File: src/rtl/command_assembler_pkg.sv
// Shared definitions for the terminal command path: ASCII constants,
// assembler state encoding, byte classification and case folding.
package command_assembler_pkg;

  localparam logic [7:0] ASC_SPACE = 8'h20;
  localparam logic [7:0] ASC_TILDE = 8'h7E;
  localparam logic [7:0] ASC_BS    = 8'h08;
  localparam logic [7:0] ASC_DEL   = 8'h7F;
  localparam logic [7:0] ASC_CR    = 8'h0D;
  localparam logic [7:0] ASC_LF    = 8'h0A;
  localparam logic [7:0] ASC_ESC   = 8'h1B;
  localparam logic [7:0] ASC_UC_A  = 8'h41;
  localparam logic [7:0] ASC_UC_Z  = 8'h5A;

  typedef enum logic [0:0] {
    ST_COLLECT = 1'b0,
    ST_OVER    = 1'b1
  } asm_state_e;

  typedef enum logic [2:0] {
    CLS_IGNORE = 3'd0,
    CLS_PRINT  = 3'd1,
    CLS_BS     = 3'd2,
    CLS_ENTER  = 3'd3,
    CLS_ESC    = 3'd4
  } byte_class_e;

  // Map 'A'-'Z' to 'a'-'z'; every other byte passes through unchanged.
  function automatic logic [7:0] fold_lower(input logic [7:0] b);
    logic [7:0] r;
    if ((b >= ASC_UC_A) && (b <= ASC_UC_Z)) begin
      r = b + 8'h20;
    end else begin
      r = b;
    end
    return r;
  endfunction

  // Sort a received byte into the classes the line editor reacts to.
  function automatic byte_class_e classify_byte(input logic [7:0] b);
    byte_class_e c;
    if ((b >= ASC_SPACE) && (b <= ASC_TILDE)) begin
      c = CLS_PRINT;
    end else if ((b == ASC_BS) || (b == ASC_DEL)) begin
      c = CLS_BS;
    end else if ((b == ASC_CR) || (b == ASC_LF)) begin
      c = CLS_ENTER;
    end else if (b == ASC_ESC) begin
      c = CLS_ESC;
    end else begin
      c = CLS_IGNORE;
    end
    return c;
  endfunction

endpackage

File: src/rtl/command_assembler_echo_buffer.sv
// One-deep valid/ready register holding the byte echoed to the terminal.
// A new byte offered while an un-accepted byte is pending is discarded.
module echo_buffer (
  input  logic       clk,
  input  logic       reset_n,
  input  logic       load_valid,
  input  logic [7:0] load_data,
  input  logic       echo_ready,
  output logic       echo_valid,
  output logic [7:0] echo_data
);

  logic       valid_q;
  logic       valid_d;
  logic [7:0] data_q;
  logic [7:0] data_d;
  logic       accept_s;

  assign accept_s = valid_q & echo_ready;

  // Load when the slot is empty or being emptied this cycle; otherwise drop.
  always_comb begin
    valid_d = valid_q;
    data_d  = data_q;
    if (load_valid && (!valid_q || accept_s)) begin
      valid_d = 1'b1;
      data_d  = load_data;
    end else if (accept_s) begin
      valid_d = 1'b0;
      data_d  = data_q;
    end else begin
      valid_d = valid_q;
      data_d  = data_q;
    end
  end

  // Echo slot registers.
  always_ff @(posedge clk or negedge reset_n) begin
    if (!reset_n) begin
      valid_q <= 1'b0;
      data_q  <= 8'h00;
    end else begin
      valid_q <= valid_d;
      data_q  <= data_d;
    end
  end

  assign echo_valid = valid_q;
  assign echo_data  = data_q;

endmodule

File: src/rtl/command_assembler.sv
// Line editor between the UART receiver and the command decoder: collects
// printable characters, handles backspace/escape/enter and publishes a
// left-justified, space-padded command word, echoing keystrokes back.
module command_assembler
  import command_assembler_pkg::*;
#(
  parameter int CMD_LEN   = 5,
  parameter bit FOLD_CASE = 1'b1
) (
  input  logic                 clk,
  input  logic                 reset_n,
  input  logic [7:0]           rx_data,
  input  logic                 rx_valid,
  output logic [8*CMD_LEN-1:0] command,
  output logic                 cmd_valid,
  output logic                 cmd_error,
  output logic [7:0]           echo_data,
  output logic                 echo_valid,
  input  logic                 echo_ready,
  output logic                 overflow
);

  localparam int                  CW      = $clog2(CMD_LEN + 1);
  localparam logic [CW-1:0]       LEN_C   = CW'(CMD_LEN);
  localparam logic [CW-1:0]       ONE_C   = CW'(1);
  localparam logic [CW-1:0]       ZERO_C  = CW'(0);
  localparam logic [8*CMD_LEN-1:0] BLANK_C = {CMD_LEN{ASC_SPACE}};

  asm_state_e           state_q;
  asm_state_e           state_d;
  logic [8*CMD_LEN-1:0] buf_q;
  logic [8*CMD_LEN-1:0] buf_d;
  logic [CW-1:0]        count_q;
  logic [CW-1:0]        count_d;
  logic [8*CMD_LEN-1:0] command_q;
  logic [8*CMD_LEN-1:0] command_d;
  logic                 cmd_valid_q;
  logic                 cmd_valid_d;
  logic                 cmd_error_q;
  logic                 cmd_error_d;
  logic                 overflow_q;
  logic                 overflow_d;
  logic                 echo_load_s;
  logic [7:0]           echo_byte_s;
  byte_class_e          cls_s;
  logic [7:0]           char_s;

  assign cls_s  = classify_byte(rx_data);
  assign char_s = FOLD_CASE ? fold_lower(rx_data) : rx_data;

  // State register.
  always_ff @(posedge clk or negedge reset_n) begin
    if (!reset_n) begin
      state_q <= ST_COLLECT;
    end else begin
      state_q <= state_d;
    end
  end

  // Next-state: enter OVER on a character past the line length, leave on Enter/Esc.
  always_comb begin
    state_d = state_q;
    if (rx_valid) begin
      case (state_q)
        ST_COLLECT: begin
          if ((cls_s == CLS_PRINT) && (count_q == LEN_C)) begin
            state_d = ST_OVER;
          end else begin
            state_d = ST_COLLECT;
          end
        end
        ST_OVER: begin
          if ((cls_s == CLS_ENTER) || (cls_s == CLS_ESC)) begin
            state_d = ST_COLLECT;
          end else begin
            state_d = ST_OVER;
          end
        end
        default: state_d = ST_COLLECT;
      endcase
    end else begin
      state_d = state_q;
    end
  end

  // Datapath and outputs: line buffer edits, commit, error pulse and echo request.
  always_comb begin
    buf_d       = buf_q;
    count_d     = count_q;
    command_d   = command_q;
    cmd_valid_d = 1'b0;
    cmd_error_d = 1'b0;
    overflow_d  = overflow_q;
    echo_load_s = 1'b0;
    echo_byte_s = 8'h00;
    if (rx_valid) begin
      case (state_q)
        ST_COLLECT: begin
          case (cls_s)
            CLS_PRINT: begin
              echo_load_s = 1'b1;
              echo_byte_s = rx_data;
              if (count_q < LEN_C) begin
                for (int i = 0; i < CMD_LEN; i++) begin
                  buf_d[8*(CMD_LEN-1-i) +: 8] =
                    (CW'(i) == count_q) ? char_s : buf_q[8*(CMD_LEN-1-i) +: 8];
                end
                count_d = count_q + ONE_C;
              end else begin
                overflow_d = 1'b1;
              end
            end
            CLS_BS: begin
              if (count_q != ZERO_C) begin
                for (int i = 0; i < CMD_LEN; i++) begin
                  buf_d[8*(CMD_LEN-1-i) +: 8] =
                    ((CW'(i) + ONE_C) == count_q) ? ASC_SPACE : buf_q[8*(CMD_LEN-1-i) +: 8];
                end
                count_d     = count_q - ONE_C;
                echo_load_s = 1'b1;
                echo_byte_s = ASC_BS;
              end else begin
                echo_load_s = 1'b0;
              end
            end
            CLS_ENTER: begin
              echo_load_s = 1'b1;
              echo_byte_s = ASC_CR;
              if (count_q != ZERO_C) begin
                command_d   = buf_q;
                cmd_valid_d = 1'b1;
                buf_d       = BLANK_C;
                count_d     = ZERO_C;
              end else begin
                cmd_valid_d = 1'b0;
              end
            end
            CLS_ESC: begin
              buf_d   = BLANK_C;
              count_d = ZERO_C;
            end
            default: echo_load_s = 1'b0;
          endcase
        end
        ST_OVER: begin
          case (cls_s)
            CLS_PRINT: begin
              echo_load_s = 1'b1;
              echo_byte_s = rx_data;
            end
            CLS_ENTER: begin
              cmd_error_d = 1'b1;
              buf_d       = BLANK_C;
              count_d     = ZERO_C;
              overflow_d  = 1'b0;
              echo_load_s = 1'b1;
              echo_byte_s = ASC_CR;
            end
            CLS_ESC: begin
              buf_d      = BLANK_C;
              count_d    = ZERO_C;
              overflow_d = 1'b0;
            end
            default: echo_load_s = 1'b0;
          endcase
        end
        default: echo_load_s = 1'b0;
      endcase
    end else begin
      echo_load_s = 1'b0;
    end
  end

  // Line buffer, held command and status pulses.
  always_ff @(posedge clk or negedge reset_n) begin
    if (!reset_n) begin
      buf_q       <= BLANK_C;
      count_q     <= ZERO_C;
      command_q   <= BLANK_C;
      cmd_valid_q <= 1'b0;
      cmd_error_q <= 1'b0;
      overflow_q  <= 1'b0;
    end else begin
      buf_q       <= buf_d;
      count_q     <= count_d;
      command_q   <= command_d;
      cmd_valid_q <= cmd_valid_d;
      cmd_error_q <= cmd_error_d;
      overflow_q  <= overflow_d;
    end
  end

  echo_buffer u_echo (
    .clk        (clk),
    .reset_n    (reset_n),
    .load_valid (echo_load_s),
    .load_data  (echo_byte_s),
    .echo_ready (echo_ready),
    .echo_valid (echo_valid),
    .echo_data  (echo_data)
  );

  assign command   = command_q;
  assign cmd_valid = cmd_valid_q;
  assign cmd_error = cmd_error_q;
  assign overflow  = overflow_q;

endmodule

File: config.mk
export PLATFORM = sky130hd
export DESIGN_NAME = command_assembler
export DESIGN_NICKNAME = d
export VERILOG_FILES = /design/src/rtl/command_assembler_pkg.sv /design/src/rtl/command_assembler_echo_buffer.sv /design/src/rtl/command_assembler.sv
export SDC_FILE = /design/constraint.sdc
export NUM_CORES = 1
export LEC_CHECK = 0
export ABC_CLOCK_PERIOD_IN_PS = 3000
export CAP_MARGIN = 0
export CELL_PAD_IN_SITES_DETAIL_PLACEMENT = 0
export CELL_PAD_IN_SITES_GLOBAL_PLACEMENT = 2
export CORE_UTILIZATION = 35
export CTS_CLUSTER_SIZE = 8
export DETAILED_ROUTE_END_ITERATION = 7
export GPL_TIMING_DRIVEN = 0
export PLACE_DENSITY_LB_ADDON = 0.1
export SLEW_MARGIN = 30
export SYNTH_ARGS = -nofsm -noshare
export SYNTH_HDL_FRONTEND = slang
export SYNTH_SLANG_ARGS = --single-unit
File: constraint.sdc
create_clock -name clk -period 3 [get_ports clk]
set_input_delay 0.6 -clock clk [delete_from_list [all_inputs] [get_ports clk]]
set_output_delay 0.6 -clock clk [all_outputs]
set_load 0.01 [all_outputs]
## After elaboration in Yosys (flattened, before gate mapping)

Index checks and enable logic that the tools add are counted.

| word-level totals | value |
|---|---|
| register bits after elaboration | 96 |
| bits in latches | 0 |
| RAM bits | 0 |
| ROM bits | 0 |
| output and inout port bits | 52 |
| word-level logic and storage cells | 129 |
| memories | 0 |

| operators by class | value |
|---|---|
| add/subtract/negate cells | 3 |
| $mul | 0 |
| div/mod/pow operators | 0 |
| $lt $le $gt $ge | 5 |
| equal/unequal tests | 32 |
| shift-type cells | 0 |
| muxes and demuxes | 52 |
| bitwise operators | 2 |
| reduce and logical (&&, ||, !) cells | 22 |

Operators with widths:

| operator | number |
|---|---|
| 40-bit 2-to-1 mux | 4 |
| 40-bit one-hot mux with 4 select lines | 1 |
| 8-bit 2-to-1 mux | 12 |
| 40-bit one-hot mux with 2 select lines | 1 |
| 8-bit AND reduction | 5 |
| 3-bit != test, second input constant | 13 |
| 8-bit one-hot mux with 2 select lines | 2 |
| 8-bit by 4-bit == test with 1-bit output, second input constant | 3 |
| 3-bit 2-to-1 mux | 8 |
| 8-bit one-hot mux with 3 select lines | 1 |
| 8-bit by 7-bit <= comparator with 1-bit output, second input constant | 2 |
| 1-bit 2-to-1 mux | 16 |
| 3-bit one-hot mux with 4 select lines | 1 |
| 8-bit by 6-bit adder with 8-bit output, second input constant | 1 |
| 8-bit by 5-bit == test with 1-bit output, second input constant | 1 |
| 8-bit by 7-bit == test with 1-bit output, second input constant | 1 |
| 8-bit by 6-bit greater-or-equal comparator with 1-bit output, second input constant | 1 |
| 8-bit by 7-bit greater-or-equal comparator with 1-bit output, second input constant | 1 |
| 1-bit one-hot mux with 2 select lines | 4 |
| 4-bit AND reduction | 2 |
| 2-bit by 3-bit == test with 1-bit output, first input constant | 2 |
| 3-bit by 2-bit == test with 1-bit output, second input constant | 2 |
| 3-bit == test, first input constant | 2 |
| 3-bit == test, second input constant | 2 |
| 19 further kinds | 28 |

## Longest topological paths before layout

Gate-level depths: netlist of run 1.

| depth | value |
|---|---|
| depth after elaboration | 12 |
| depth in mapped cells | 9 |
| gate-level depth less buffers | 8 |

## Cells and area by module

Synthesis of run 1 repeated with hierarchy kept, for this count alone.

| second synthesis, totals | value |
|---|---|
| cells, all modules | 330 |
| area, all modules | 4548.1 sq um |

Modules (own cells, without submodules):

| module | instances | cells each | area an instance (sq um) | sequential area each (sq um) |
|---|---|---|---|---|
| command_assembler | 1 | 310 | 4170.2 | 2189.6 |
| echo_buffer | 1 | 20 | 377.9 | 225.2 |

## Worst setup path before layout of run 1

OpenSTA, ideal clock, no wires.

| path | value |
|---|---|
| kind | input-to-reg |
| start point | input port rx_data[3] |
| end point | register buf_q[10] |
| library setup time | 0.127 ns |
| data arrival time | 2.411 ns |
| setup slack | 0.461 ns |
| cell stages on the path | 9 |
| cell sequence | buf_4 -> or4b_1 -> buf_6 -> nor4b_4 -> o21ai_2 -> a21oi_4 -> and3_1 -> buf_4 -> mux2_1 |

| on the way | value |
|---|---|
| word-level cells in the longest chain between the ends | 9 |

RTL lines:

| item | line | RTL |
|---|---|---|
| from (decl) | command_assembler.sv:12 | `input logic [7:0] rx_data,` |
| 8-bit by 5-bit == test with 1-bit output or 8-bit by 4-bit == test with 1-bit output (tied branches) | command_assembler_pkg.sv:48, command_assembler_pkg.sv:46 |  |
| 3-bit 2-to-1 mux or 1-bit logical OR (tied branches) | command_assembler_pkg.sv:48, command_assembler_pkg.sv:46 |  |
| 3-bit 2-to-1 mux | command_assembler_pkg.sv:46 | `end else if ((b == ASC_CR) \|\| (b == ASC_LF)) begin` |
| 3-bit 2-to-1 mux | command_assembler_pkg.sv:44 | `end else if ((b == ASC_BS) \|\| (b == ASC_DEL)) begin` |
| 3-bit 2-to-1 mux | command_assembler_pkg.sv:42 | `if ((b >= ASC_SPACE) && (b <= ASC_TILDE)) begin` |
| 3-bit by 2-bit == test with 1-bit output or 3-bit == test (tied branches) | command_assembler.sv:99, command_assembler.sv:146 |  |
| 2-bit OR reduction (no line) | - |  |
| 2-bit != test (no line) | - |  |
| 8-bit AND reduction (no line) | - |  |
| to (signal assigned) | command_assembler.sv:184 | `buf_q <= buf_d;` |
| to (decl) | command_assembler.sv:31 | `logic [8*CMD_LEN-1:0] buf_q;` |

Parallel ways exist; a longest one is shown, timed or not. The select of a mux whose other input is x is not followed.
A chain may end at the register's enable or synchronous reset.

## Worst setup path after layout of run 1

| path | value |
|---|---|
| start point | input port rx_data[5] |
| end point | register buf_q[14] |

The elaborated chain is that of the path after synthesis.

==> results of run 1 <==
logic make-up after synthesis:
kind of cell / after synthesis / share of synthesized area
simple gates: 191 / 0.198
xor+xnor: 1 / 0.00196
fa+ha+maj: 8 / 0.0224
flops: 96 / 0.540
compound gates: 47 / 0.0797
mux: 40 / 0.127
buf+inv: 27 / 0.0305
critical path, cell delays in order:
cell,delay (ns)
sky130_fd_sc_hd__clkdlybuf4s50_1,0.55
sky130_fd_sc_hd__or4b_1,0.53
sky130_fd_sc_hd__buf_6,0.16
sky130_fd_sc_hd__a31oi_2,0.23
sky130_fd_sc_hd__o221ai_2,0.17
sky130_fd_sc_hd__a21oi_4,0.17
sky130_fd_sc_hd__and3_1,0.16
sky130_fd_sc_hd__buf_4,0.18
sky130_fd_sc_hd__mux2_1,0.33
power by group through the flow:
stage	combinational [mW]	clock [mW]	sequential, mW
final	1.28	1.15	1.88
after global routing	1.40	1.23	1.92
after CTS	1.29	1.18	1.88
after detailed placement	1.28	0	1.90
after global placement	1.25	0	1.89
after floorplan	0.868	0	1.88
metal layers:
| metal | vias up | part of all wire |
|---|---|---|
| li1 | 1531 | - |
| met1 | 1492 | 0.51 |
| met2 | 61 | 0.44 |
| met3 | 15 | 0.029 |
| met4 | 0 | 0.021 |
| met5 | - | 0 |
per-stage QoR:
stage               std cells  utilization  cell area (um^2)  power [mW]
finish                    654        0.459              5630        4.31
global placement          639        0.432              5300        3.15
global route              654        0.459              5630        4.55
CTS                       654        0.458              5620        4.35
detailed placement        640        0.434              5330        3.18
floorplan                 410            -              4480        2.75
sequential cells by signal, indices dropped and copies added, names as in the netlist:
| signal | cells |
|---|---|
| buf_q | 40 |
| command | 40 |
| u_echo.echo_data | 8 |
| count_q | 3 |
| cmd_error | 1 |
| cmd_valid | 1 |
| overflow | 1 |
| state_q | 1 |
| u_echo.echo_valid | 1 |
layout by cell type (no fill, tap or decap), drive strengths merged, types with 3 or more instances in the layout:
cell type,count
a22oi,4
and2,7
clkbuf,20
a21oi,12
dfrtp,86
o21ai,10
nand2,138
nand2b,3
and3,4
mux2,40
clkdlybuf4s50,59
a211oi,3
nor3,3
dfstp,10
ha,8
nand3,5
a22o,3
nor2b,4
inv,8
buf,13
o21bai,3
nor2,10
layout make-up:
| cell class | count | area share |
|---|---|---|
| plain buffers | 20 | 0.0200 |
| clock inverters | 3 | 0.00778 |
| well taps | 168 | 0.0373 |
| clock buffers | 11 | 0.0431 |
| multi-input cells | 287 | 0.344 |
| repair buffers | 62 | 0.114 |
| inverters | 7 | 0.00467 |
| flip-flops and latches | 96 | 0.429 |
how the worst max path moves through the flow:
stage / from / to / cells after the start / slack (ns)
global route: rx_data[5] / buf_q[11] / 9 / 0.02
finish: rx_data[5] / buf_q[14] / 9 / 0.13
floorplan: rx_data[3] / buf_q[10] / 9 / 0.46
detailed placement: rx_data[2] / buf_q[13] / 7 / -0.41
CTS: rx_data[6] / buf_q[14] / 9 / 0.08
global placement: reset_n / command[1] / 1 / -2.36
==> results_dict.tcl, run 1 <==
set metrics [dict create \
    status "complete, no violations" \
    critical_path_peak_fanout 8 \
    power.ir.vdd_worst_v 0.000339 \
    worst-setup-path-type "primary input to register" \
    multi_input_area_mm2 0.00194 \
    swShare 0.294 \
    drt_pre_antenna_iters 4 \
    route.vias.total 3099 \
    timing.slew.headroom 0.552 \
    netlist_top_cells_area "sky130_fd_sc_hd__dfrtp_1 48%, sky130_fd_sc_hd__nand2_1 11%, sky130_fd_sc_hd__mux2_4 11%" \
    cts_repair_resize_count 1 \
    critical_path.reg2reg.startpoint "count_q[0]" \
    postSynthAreaPerCell_um2 10.9 \
    met2_usage 0.251 \
    drv.max_cap_violation_count 0 \
    syn2layout_area_growth_pct 25.8 \
    synth_enable_flop_cells 0 \
    final.period_utilization 0.956 \
    yosys.cell_count.top_type "sky130_fd_sc_hd__nand2_1" \
    cell_internal_pwr_mw 3.04 \
    postSynth.topFlopCell "sky130_fd_sc_hd__dfrtp_1" \
    clkLatencyLatePin_ns 0.35 \
    gp_congestion 0.763 \
    synth_warnings 0 \
    ctsRootBufferMaster "sky130_fd_sc_hd__clkbuf_16" \
    setup.worst_path.start_class "primary input" \
    floorplan.die_area_mm2 0.0132 \
    power.share.combinational 0.296 \
    wire_per_inst_um 15.4 \
    timing.hold.worst.class "primary input to asynchronous set/reset pin" \
    power_per_cell_area_mw_per_mm2 765 \
    ys_async_sr_fraction 1.00 \
    timing.rr.end "buf_q[36]" \
    num_rows 40 \
    final-setup-viol-count 0 \
    buffer_ports.inserted 61 \
    seqCellArea_mm2 0.00241 \
    synth_area_leader_cell "sky130_fd_sc_hd__dfrtp_1" \
    floorplan.die.height_um 115 \
    crit_required_ns 3.23 \
    ctsHtreeMaxLevel 3 \
    switching_power_mw 1.26 \
    post-dp-hpwl_um 7000 \
    drc 0 \
    dpl_worst_slack_ns -0.413 \
    floorplan.core_area_mm2 0.0123 \
    cts-root-to-sink-buffers 2 \
    worstMarginPinSlew_ns 0.667 \
    unrepaired_setup_endpoints_after_global_routing "no" \
    final.min_clock_period_ns 2.87 \
    tritoncts_buffer_count 9 \
    layout_setup_ws_ns 0.133 \
    clk_transition_reported_paths_ns 0.07 \
    global_route.overflow_total 0 \
    fraction_of_final_layout_cells_sized_beyond_drive_strength_1 0.181 \
    register_share_of_total_power 0.436 \
    fmax_mhz 349 \
    worstPathArrival_ns 3.10 \
    timing_hold_violations_final 0 \
    total_leakage_power_nw 2.69 \
    yosys_register_bits 96 \
    p_clk_frac 0.268 \
    final-max-slew-violation-count 0 \
    worst_r2r_path_depth 9 \
    synth.top_cell.area_share 0.481 \
    final_hold_slack_ns 0.163 \
    timing.setup.tns_ns 0 \
    grt_pass1_vias 3120 \
    clock_sinks 96 \
    start_util 0.365 \
    post_cts_hold_buffer_count 0 \
    die_x_um 115 \
    grt-busiest-layer "met2" \
    first_iter_violations 108 \
    tritoncts "yes" \
    netlist_area_mm2 0.00448 \
    worstSetupEndpointType "register" \
    grt_max_degree 59 \
    detail_route.wirelength_um 10100 \
    synthesis.instances 410 \
    postCtsSetupBuffers 0 \
    reg2reg_setup_slack_ns 0.65 \
    grt_use_met1 0.238 \
    num_antenna_cells 0 \
    grtUsageTotal 0.168 \
    grtUsageMet3 0.0295 \
    grt_pass1_wl_um 16600 \
    fillCellCount 1184 \
    postSynthNetCount 430 \
    ant_nets 0 \
    vias_per_cell 4.74 \
    grt_antenna_before_repair 0 \
    timing.clock.skew_ns 0.00669 \
    top_level_ports 64 \
    post_synth_num_cell_types 56 \
    synth.yosys.seq_area_share 0.540 \
    synth.cells.most_frequent "134 x sky130_fd_sc_hd__nand2_1, 86 x sky130_fd_sc_hd__dfrtp_1, 32 x sky130_fd_sc_hd__mux2_4, 11 x sky130_fd_sc_hd__a21oi_1" \
    nets 503 \
]
Note: power is estimated with default switching activity, not from simulation.
==> run 2, diff against run 1 <==
==> constraint.sdc (replaced) <==
create_clock -name clk -period 3 [get_ports clk]
set_input_delay 0.3 -clock clk [delete_from_list [all_inputs] [get_ports clk]]
set_output_delay 0.3 -clock clk [all_outputs]
set_load 0.01 [all_outputs]
==> run 2 against run 1 <==
Net effect:
- clock-buffer cell count unchanged
- worst setup slack better by 0.15 ns
- non-clock buffer count increased by 1
- first-iteration DRC count up 8.3%
- via count fell by 0.32%
- critical path type unchanged
- worst hold slack better by 0.16 ns
==> results_dict.tcl, run 2 (synthesized netlist as in run 1, its figures left out) <==
set metrics [dict create \
    critical_path.cell_chain "clkdlybuf4s50_1 > clkbuf_1 > or3_1 > a31oi_1 > a211oi_1 > o21ai_1 > mux2_1" \
    power_per_cell_area_mw_per_mm2 765 \
    clk_transition_reported_paths_ns 0.07 \
    place_inst 640 \
    num_rows 40 \
    final_hold_slack_ns 0.320 \
    total_leakage_power_nw 2.68 \
    postCtsSetupBuffers 0 \
    tritoncts "yes" \
    grt_pass1_wl_um 16600 \
    timing.critical_path.slowest_stage_cell "sky130_fd_sc_hd__a211oi_1" \
    clkLatencyLatePin_ns 0.35 \
    status "complete, no violations" \
    worst-setup-path-type "primary input to register" \
    tritoncts_buffer_count 9 \
    floorplan.die_area_mm2 0.0132 \
    drc 0 \
    timing.slew.headroom 0.511 \
    cell_internal_pwr_mw 3.04 \
    ant_nets 0 \
    top_level_ports 64 \
    layoutNonFillerInstCount 655 \
    fraction_of_final_layout_cells_sized_beyond_drive_strength_1 0.170 \
    ctsHtreeMaxLevel 3 \
    route.vias.total 3089 \
    p_clk_frac 0.268 \
    timing.setup.tns_ns 0 \
    critical_path.max_stage_delay_ns 0.63 \
    switching_power_mw 1.26 \
    post-dp-hpwl_um 7000 \
    fillCellCount 1184 \
    num_antenna_cells 0 \
    unrepaired_setup_endpoints_after_global_routing "no" \
    final-max-slew-violation-count 0 \
    floorplan.die.height_um 115 \
    vias_per_cell 4.72 \
    syn2layout_area_growth_pct 25.6 \
    worstSetupEndpointType "register" \
    final.min_clock_period_ns 2.72 \
    die_x_um 115 \
    layout_commonest_cell "sky130_fd_sc_hd__nand2_1" \
    final.period_utilization 0.906 \
    drt_pre_antenna_iters 4 \
    worstMarginPinSlew_ns 0.729 \
    nets 504 \
    ctsRootBufferMaster "sky130_fd_sc_hd__clkbuf_16" \
    cts-root-to-sink-buffers 2 \
    drv.max_cap_violation_count 0 \
    crit_required_ns 3.27 \
    buffer_ports.inserted 61 \
    floorplan.core_area_mm2 0.0123 \
    final_area_mm2 0.00562 \
    dpl_worst_slack_ns -0.113 \
    timing.clock.skew_ns 0.00780 \
    detail_route.wirelength_um 10100 \
    cpLargestDelayFamily "compound AO/OA/AOI/OAI gates" \
    path_buf_inv 2 \
    layout_setup_ws_ns 0.282 \
    mostFrequentLayoutCells "134 x sky130_fd_sc_hd__nand2_1, 86 x sky130_fd_sc_hd__dfrtp_1, 60 x sky130_fd_sc_hd__clkdlybuf4s50_1" \
    power.ir.vdd_worst_v 0.000340 \
    post-layout-total-power_mw 4.30 \
    timing.hold.worst.class "primary input to register" \
    swShare 0.293 \
    power.share.combinational 0.296 \
    utilization 0.458 \
    final-setup-viol-count 0 \
    critical_path_peak_fanout 10 \
    grtUsageTotal 0.169 \
    timing_hold_violations_final 0 \
    grt_antenna_before_repair 0 \
    fmax_mhz 368 \
    grt_max_degree 59 \
    first_iter_violations 117 \
    worstPathArrival_ns 2.99 \
    grt_pass1_vias 3123 \
    gp_congestion 0.763 \
    clock_sinks 96 \
    start_util 0.365 \
    register_share_of_total_power 0.437 \
    setup.worst_path.start_class "primary input" \
    wire_per_inst_um 15.4 \
    global_route.overflow_total 0 \
    dpl_cell_area_mm2 0.00533 \
]
run 2: power groups by stage:
| stage | registers [mW] | clock network [mW] | logic (mW) |
|---|---|---|---|
| floorplan | 1.88 | 0 | 0.868 |
| global placement | 1.89 | 0 | 1.25 |
| detailed placement | 1.90 | 0 | 1.28 |
| CTS | 1.88 | 1.18 | 1.29 |
| global route | 1.92 | 1.23 | 1.39 |
| finish | 1.88 | 1.15 | 1.27 |
run 2: final timing paths:
check / startpoint / endpoint / slack (ns) / cells after the start
worst max-delay path: rx_data[2] / buf_q[13] / 0.28 / 7
worst min-delay path: rx_valid / u_echo.echo_valid / 0.32 / 3
worst max register to register: count_q[0] / buf_q[36] / 0.64 / 9
worst min register to register: command[21] / command[21] / 0.46 / 2
max in group asynchronous: reset_n / command[5] / 1.90 / 3
min in group asynchronous: reset_n / command[39] / 0.44 / 2
run 2: worst register-to-register path, delay by kind of cell, from the launching register on:
kind,cells,cell delay [ns]
AOI/OAI and AO/OA,3,0.58
adders and majority gates,1,0.21
buffers and inverters,2,0.30
DFF,1,0.43
muxes,1,0.32
and+or+nand+nor,2,0.39
run 2: final cells by class:
type                       instances  area [um^2]  area share
timing repair buffer              63          649       0.116
inverter                           7         26.3     0.00467
clock buffer                      11          243      0.0432
tap                              168          210      0.0374
sequential                        96         2410       0.430
buffer                            20          110      0.0196
multi-input combinational        287         1920       0.342
clock inverter                     3         43.8     0.00779
run 2: per-layer routing:
metal / vias to the layer above / GRT usage / wire (um)
met5: - / 0 / 0
met4: 0 / 0.0814 / 213
met3: 15 / 0.0295 / 266
met2: 54 / 0.251 / 4400
met1: 1483 / 0.238 / 5200
li1: 1537 / - / -
run 2: repair_timing:
item / 4_1_cts / 5_1_grt
gates resized for setup: 0 / 0
hold buffers: 1 / 0
endpoints found under the hold margin: 35 / 0
setup endpoints to repair: 0 / 0
